[config.mk]
export PLATFORM = sky130hd
export DESIGN_NAME = life_board
export DESIGN_NICKNAME = d
export VERILOG_FILES = /design/src/rtl/life_pkg.sv /design/src/rtl/life_cell.sv /design/src/rtl/life_board.sv
export SDC_FILE = /design/constraint.sdc
export NUM_CORES = 1
export LEC_CHECK = 0
export ABC_CLOCK_PERIOD_IN_PS = 4800
export CELL_PAD_IN_SITES_DETAIL_PLACEMENT = 0
export CELL_PAD_IN_SITES_GLOBAL_PLACEMENT = 1
export CORE_MARGIN = 2
export CORE_UTILIZATION = 53
export CTS_BUF_LIST = sky130_fd_sc_hd__clkbuf_8
export CTS_CLUSTER_DIAMETER = 150
export DETAILED_ROUTE_END_ITERATION = 7
export DONT_BUFFER_PORTS = 1
export GPL_TIMING_DRIVEN = 0
export PLACE_DENSITY = 0.91
export SLEW_MARGIN = 20
export SYNTH_ARGS = -nofsm -noshare
export SYNTH_HDL_FRONTEND = slang
export SYNTH_HIERARCHICAL = 1
export SYNTH_SLANG_ARGS = --single-unit
export TNS_END_PERCENT = 1
[constraint.sdc]
create_clock -name clk -period 4.8 [get_ports clk]
set_input_delay 0.48 -clock clk [delete_from_list [all_inputs] [get_ports clk]]
set_output_delay 0.48 -clock clk [all_outputs]
set_load 0.005 [all_outputs]
[src/rtl/life_pkg.sv]
// life_pkg -- shared types, rule masks and index helper for the life_board
// cellular automaton.
package life_pkg;

  // Live-neighbour count of one cell, 0..8.
  typedef logic [3:0] nbr_cnt_t;

  // Bit n of birth/survive selects neighbour count n.
  typedef struct packed {
    logic [8:0] birth;
    logic [8:0] survive;
  } rule_t;

  localparam rule_t RULE_B3_S23  = '{birth: 9'b000001000, survive: 9'b000001100};
  localparam rule_t RULE_B36_S23 = '{birth: 9'b001001000, survive: 9'b000001100};

  // Flat bit position of cell (r,c) in the board vectors.
  function automatic int rc_to_idx(input int r, input int c, input int cols);
    return r * cols + c;
  endfunction

endpackage

[src/rtl/life_cell.sv]
// life_cell -- one board cell: its state flop, the eight-input neighbour
// count and the rule lookup. The pre-edge next value is exported so the board
// can detect a step that changes nothing.
module life_cell
  import life_pkg::*;
#(
  parameter logic [8:0] BIRTH_MASK   = RULE_B3_S23.birth,
  parameter logic [8:0] SURVIVE_MASK = RULE_B3_S23.survive
) (
  input  logic       clk,
  input  logic       rst,
  input  logic       ena,
  input  logic       load,
  input  logic       init_i,
  input  logic [7:0] nbr_i,
  output logic       cell_o,
  output logic       next_o
);

  logic     cell_q;
  logic     cell_d;
  nbr_cnt_t cnt;

  // Population count of the eight neighbours.
  always_comb begin
    cnt = '0;
    for (int i = 0; i < 8; i++) begin
      cnt = cnt + nbr_cnt_t'(nbr_i[i]);
    end
  end

  // Rule lookup: birth mask for a dead cell, survive mask for a live one.
  always_comb begin
    cell_d = cell_q ? SURVIVE_MASK[cnt] : BIRTH_MASK[cnt];
  end

  // Cell state: reset and load both seed from init_i; ena advances.
  always_ff @(posedge clk) begin
    if (rst) begin
      cell_q <= init_i;
    end else if (load) begin
      cell_q <= init_i;
    end else if (ena) begin
      cell_q <= cell_d;
    end
  end

  assign cell_o = cell_q;
  assign next_o = cell_d;

endmodule

[src/rtl/life_board.sv]
// life_board -- ROWS x COLS Life-like cellular automaton. One generation per
// cycle with ena; load/rst seed the board from init_state.
// Optional macro LIFE_BOARD_TORUS_EN: edges wrap around (torus). Without it,
// off-board neighbours read as dead.
module life_board
  import life_pkg::*;
#(
  parameter int         ROWS         = 8,
  parameter int         COLS         = 8,
  parameter logic [8:0] BIRTH_MASK   = RULE_B3_S23.birth,
  parameter logic [8:0] SURVIVE_MASK = RULE_B3_S23.survive,
  parameter int         GEN_W        = 16
) (
  input  logic                 clk,
  input  logic                 rst,
  input  logic                 ena,
  input  logic                 load,
  input  logic [ROWS*COLS-1:0] init_state,
  output logic [ROWS*COLS-1:0] cells_q,
  output logic [GEN_W-1:0]     gen_count,
  output logic                 still,
  output logic                 extinct
);

  localparam int NCELL = ROWS * COLS;

  logic [NCELL-1:0] cells_next;
  logic [GEN_W-1:0] gen_q;
  logic [GEN_W-1:0] gen_d;
  logic             still_q;
  logic             still_d;

  for (genvar r = 0; r < ROWS; r++) begin : g_row
    for (genvar c = 0; c < COLS; c++) begin : g_col
      localparam int IDX = rc_to_idx(r, c, COLS);
      logic [7:0] nbr;

      // Neighbour slots are the 3x3 window around (r,c) minus the centre,
      // numbered row-major 0..7.
      for (genvar dr = 0; dr < 3; dr++) begin : g_dr
        for (genvar dc = 0; dc < 3; dc++) begin : g_dc
          if (!(dr == 1 && dc == 1)) begin : g_nb
            localparam int RAW  = dr * 3 + dc;
            localparam int SLOT = (RAW > 4) ? RAW - 1 : RAW;
            localparam int NR   = r + dr - 1;
            localparam int NC   = c + dc - 1;
`ifdef LIFE_BOARD_TORUS_EN
            localparam int WR = (NR + ROWS) % ROWS;
            localparam int WC = (NC + COLS) % COLS;
            assign nbr[SLOT] = cells_q[rc_to_idx(WR, WC, COLS)];
`else
            if (NR >= 0 && NR < ROWS && NC >= 0 && NC < COLS) begin : g_on
              assign nbr[SLOT] = cells_q[rc_to_idx(NR, NC, COLS)];
            end else begin : g_off
              assign nbr[SLOT] = 1'b0;
            end
`endif
          end
        end
      end

      life_cell #(
        .BIRTH_MASK  (BIRTH_MASK),
        .SURVIVE_MASK(SURVIVE_MASK)
      ) u_cell (
        .clk   (clk),
        .rst   (rst),
        .ena   (ena),
        .load  (load),
        .init_i(init_state[IDX]),
        .nbr_i (nbr),
        .cell_o(cells_q[IDX]),
        .next_o(cells_next[IDX])
      );
    end
  end

  // Saturating generation count and no-change detection for the pending step.
  always_comb begin
    gen_d   = (gen_q == {GEN_W{1'b1}}) ? gen_q : gen_q + GEN_W'(1);
    still_d = (cells_next == cells_q);
  end

  // Generation and still registers follow the same rst > load > ena priority
  // as the cells.
  always_ff @(posedge clk) begin
    if (rst) begin
      gen_q   <= '0;
      still_q <= 1'b0;
    end else if (load) begin
      gen_q   <= '0;
      still_q <= 1'b0;
    end else if (ena) begin
      gen_q   <= gen_d;
      still_q <= still_d;
    end
  end

  assign gen_count = gen_q;
  assign still     = still_q;
  assign extinct   = ~|cells_q;

endmodule

# Word level (Yosys, flattened, before mapping)
# Memories as Yosys holds them, arrays and structs flattened.
# Index checks and enable logic that the tools add are counted.
# totals
reg_bits	81
rom_bits	2048
input_bits	68
out_inout_bits	82
wordCells	1000
n_memories	128
# op_classes
n_addsub	350
order_cmp	64
n_eq_ne	2
mux	384
bitwise	1
reduce_logical	5
# mem_list
name	depth	word_bits	read_ports	rd_clocked_by_memory_dff	wr	line_no	text
(name not given)	16	1	1	0	0	life_cell.sv:34	cell_d = cell_q ? SURVIVE_MASK[cnt] : BIRTH_MASK[cnt];
(name not given)	16	1	1	0	0	life_cell.sv:34	
(name not given)	16	1	1	0	0	life_cell.sv:34	
(name not given)	16	1	1	0	0	life_cell.sv:34	
(name not given)	16	1	1	0	0	life_cell.sv:34	
(name not given)	16	1	1	0	0	life_cell.sv:34	
+122 memories	--	--	--	--	--	--	
# ops
operator	count
4-bit by 1-bit adder with 4-bit output	292
1-bit two-way mux	384
4-bit by 5-bit less-than comparator with 1-bit output (second input constant)	64
1-bit by 1-bit adder with 2-bit output	57
64-bit equality test	1
64-bit OR reduction	1
16-bit by 1-bit adder with 16-bit output (second input constant)	1
16-bit equality test (second input constant)	1
3-bit nonzero test	1
2-bit AND reduction	1
2-bit OR reduction	1
1-bit logical NOT	1
1-bit inverter	1

# Depth between registers and ports, before layout
# depth
ltp_word	13
ltp_mapped	15
mapped_depth_nobuf	15

# Hierarchy
# Netlist, hierarchy kept.
# modules_own_cells
mod	instances	cells_each	area_each_um2	seq_area_each_um2
life_cell (g_row[0].g_col[0].u_cell ...)	61	26	242.7	30.0
life_board	1	222	1752.9	340.3
life_cell (g_row[1].g_col[2].u_cell ...)	3	27	235.2	30.0

# Worst setup path before layout
# Ideal clock, no wire load.
# synth_path
kind	reg2reg
from	register g_row[3].g_col[1].u_cell.cell_q
to	register still_q, in the netlist still
setup_ns	0.069
t_arrival_ns	4.017
t_required_ns	4.731
setup_slack_ns	0.714
path_stages_with_launch	15
n_path_buf	0
synth_period_minus_slack_ns	4.086
cell_sequence	edfxtp_1 -> fa_1 -> inv_1 -> fa_1 -> fa_1 -> inv_1 -> ha_1 -> fa_1 -> o21ai_0 -> nor3_1 -> nor2b_1 -> a2111o_1 -> nor4_2 -> nand4_1 -> o21ai_1
# synth_via
elab_chain_cells	11
elab_cells_between_ends	73
classes_between	add/sub (31); eq/ne (1); mux (25); memory (16)
# synth_lines
item	line_no	text
start: declaration	life_cell.sv:20	logic cell_q;
start signal: assignment	life_cell.sv:40	cell_q <= init_i;
start signal: assignment	life_cell.sv:42	cell_q <= init_i;
start signal: assignment	life_cell.sv:44	cell_q <= cell_d;
1-bit by 1-bit adder with 2-bit output (*)	life_cell.sv:28	cnt = cnt + nbr_cnt_t'(nbr_i[i]);
4-bit by 1-bit adder with 4-bit output (*) (6 in series)	life_cell.sv:28	
memory read 16 x 1 bit	--	
1-bit two-way mux (not written as such)	life_cell.sv:34	
1-bit two-way mux (*)	life_cell.sv:34	
named net cells_next[33]	life_board.sv:27	logic [NCELL-1:0] cells_next;
64-bit equality test (*)	life_board.sv:81	still_d = (cells_next == cells_q);
end signal: assignment	life_board.sv:95	still_q <= still_d;
end: declaration	life_board.sv:30	logic still_q;
# The timed path passes the listed nets; every way through them passes the cells marked *. The select of a mux whose other input is x is not followed.
# A chain may end at the register's enable or synchronous reset.

# Worst setup path after layout
# layout_path
from	register g_row[5].g_col[3].u_cell.cell_q
to	register still_q, in the netlist still
# layout_via
elab_chain_cells	11
elab_cells_between_ends	77
classes_between	add/sub (35); eq/ne (1); mux (25); memory (16)
# layout_lines
item	line_no
start: declaration	life_cell.sv:20
start signal: assignment	life_cell.sv:40
start signal: assignment	life_cell.sv:42
start signal: assignment	life_cell.sv:44
1-bit by 1-bit adder with 2-bit output (*)	life_cell.sv:28
4-bit by 1-bit adder with 4-bit output (*) (6 in series)	life_cell.sv:28
memory read 16 x 1 bit	--
1-bit two-way mux (not written as such)	life_cell.sv:34
1-bit two-way mux (*)	life_cell.sv:34
named net cells_next[51]	life_board.sv:27
64-bit equality test (*)	life_board.sv:81
# Marks and branches as above.

==> flow_metrics.py <==
metrics = {
    "status": {
        "outcome": "finished, final reports clean",
    },
    "timing": {
        "worst_pin_slew_ps": 871.3,
        "slew_headroom_pct": 41.37,
        "fin_hold_ws_ps": 232.4,
        "maxSlewViolCount": 0,
        "fin_crit_sh_pct": 97.69,
        "setup_tns_ps": 0,
        "setup_viol_count_final": 0,
        "fin_skew_ps": 12.40,
        "hold_viol_final": 0,
        "fin_crit_ps": 4689,
        "fmax_mhz": 213.3,
        "rsz0062_at_grt": "no",
    },
    "detailed_routing": {
        "routedWlPerCell_um": 17.94,
        "drcViolationCount": 0,
        "vias": 13312,
        "drt_iter0_drc": 663,
        "routed_via_density": 5.400,
        "firstDrtPassIters": 6,
        "final_antenna_net_count": 0,
        "routed_wl_mm": 44.22,
    },
    "critical_path": {
        "worstSetupPathType": "flip-flop to flip-flop",
        "cp.required_ps": 5160,
        "critical-path-max-stage-delay_ps": 780,
        "start_kind": "flip-flop",
        "crit_chain": "fa_1 > inv_1 > fa_1 > fa_1 > inv_1 > ha_1 > fa_1 > o21ai_0 > nor3_1 > xnor2_1 > nand4_1 > nor4_1 > nand4_1 > o21ai_1",
        "slowest_stage": "edfxtp_1",
        "regToRegSetupSlack_ps": 110,
        "critPathTopFamily": "adder cells",
        "worstSetupEndpointType": "flip-flop",
        "cpMostUsedCell": "fa_1",
        "crit_buf_inv": 2,
        "cp_data_arrival_time_ps": 5050,
        "cp_max_fo": 12,
    },
    "floorplanning": {
        "ios": 150,
        "start_util_pct": 53.47,
        "core_um2": 32290,
        "rows": 66,
        "fp.dieH_um": 184.5,
        "die_w_um": 184.5,
        "die-area_um2": 34040,
    },
    "yosys": {
        "ys_seq_area_share_pct": 13.10,
        "syn_area_um2": 17270,
        "synthCells": 1889,
        "synth_edf_count": 64,
        "ys_warn_count": 6,
        "syn_avg_cell_area_um2": 9.140,
        "synth_cell_types": 48,
        "synth_top_cell_area_share_pct": 29.68,
        "synth.most_common_cell": "inv_1",
        "ys_async_sr_fraction_pct": 0,
        "synth.largest_area_cell": "fa_1",
        "ys_ff_latch": 81,
        "ys_top_cells_by_area": "fa_1, ha_1, inv_1",
        "synthTopCellsByCount": "inv_1, fa_1, ha_1, nor2_1, nand2_1",
        "synth-main-ff-cell": "edfxtp_1",
    },
    "grt": {
        "grt-ovfl-total": 0,
        "grt_max_degree": 134,
        "track_usage_pct": 26.30,
        "grt_pass1_wl_mm": 69.29,
        "grt_pass1_vias": 13834,
        "antenna_found_initial": 3,
    },
    "clocking": {
        "path_clk_slew_ps": 120,
        "clock_latency_ps": 420,
        "cts.sinks": 81,
        "cts_root_buffer": "clkbuf_8",
        "cts_max_level": 3,
        "cts_buffers": 9,
        "holdBufCountCts": 0,
        "ctsLongestPathBuffers": 2,
        "cts_tree": "built",
    },
    "place": {
        "place_inst": 2422,
        "hpwl_mm": 32.67,
        "io_buffers": 0,
        "place.gp.congestion": 0.8692,
    },
    "final_layout": {
        "multiInputGateArea_um2": 13130,
        "nFillCells": 2924,
        "drive_gt1_share_pct": 8.754,
        "regArea_um2": 2262,
        "nets": 2534,
        "syn_to_final_growth_pct": 7.472,
        "instances_no_fill": 2465,
    },
    "worst_hold_path": {
        "hp-class": "primary input to flip-flop",
    },
    "flow_run": {
        "cap_violations": 0,
    },
}
repair_timing:
action	in CTS	in global routing
setup endpoints to repair	1	1
gates cloned	0	0
setup buffers	3	23
pin swaps	0	3
resized for setup	1	5
metrics by stage:
step	worst slack, ps	utilization, %	cell area, um2
3_5_place_dp	-94.84	56.24	18160
5_1_grt	0.09281	57.47	18560
2_1_floorplan	713.6	-	17610
6_report	110.7	57.47	18560
4_1_cts	6.560	56.96	18390
3_3_place_gp	-24.51	56.24	18160
layout make-up:
type / count / share of cell area, %
clock inverters: 7 / 0.4585
flip-flops and latches: 81 / 12.19
diodes: 1 / 0.01349
clock buffers: 9 / 0.6676
repair buffers: 26 / 0.8294
multi-input cells: 1302 / 70.74
plain buffers: 3 / 0.1011
inverters: 594 / 12.02
well taps: 442 / 2.980
worst paths after layout:
path                                                 startpoint  cells after the start                               to
worst max-delay path            g_row[5].g_col[3].u_cell/cell_o                     14                            still
worst min-delay path                             init_state[36]                      2  g_row[4].g_col[4].u_cell/cell_o
worst min register to register                     gen_count[1]                      2                     gen_count[1]
worst max register to register  g_row[5].g_col[3].u_cell/cell_o                     14                            still
metal layers:
metal	share of wire (%)	global-route usage, %
met5	0.070	0
met4	3.2	8.928
met3	6.1	5.177
met2	51	47.83
met1	40	30.87
cells by family (layout without fill, tap and decap cells):
family | Yosys count | after routing | synth area share, %
XOR/XNOR | 55 | 55 | 2.790
flip-flops | 81 | 81 | 13.10
AO/OA/AOI/OAI | 217 | 217 | 11.96
other | 1 | 93 | 0.02172
buffers and inverters | 597 | 639 | 13.02
AND/OR/NAND/NOR | 489 | 489 | 15.43
adder cells (fa/ha/maj) | 449 | 449 | 43.67
placed cells by master (no fill, tap or decap), types with 4 or more instances in the layout:
master / count
buf_2: 14
inv_1: 591
nand4_1: 16
conb_1: 92
nor4_1: 21
nor2_1: 74
o31a_1: 61
xor2_1: 9
edfxtp_1: 64
o21ai_0: 65
clkbuf_8: 9
xnor2_1: 46
o41ai_2: 61
a31oi_1: 4
o21ai_1: 8
ha_1: 193
or2_2: 61
nor2b_1: 11
nor3_1: 63
nand2b_1: 10
and2_0: 61
clkbuf_4: 9
or3_1: 65
fa_1: 256
nand2_1: 73
dfxtp_1: 17
nand3_1: 8
or4_1: 5
state kept, by name (all words and copies together), names as in the netlist:
signal,count
g_row.g_col.u_cell/cell_o,64
gen_count,16
still,1
Power is not shown: default switching activity piles up to over one toggle a cycle in this logic, so the estimate is an artifact.
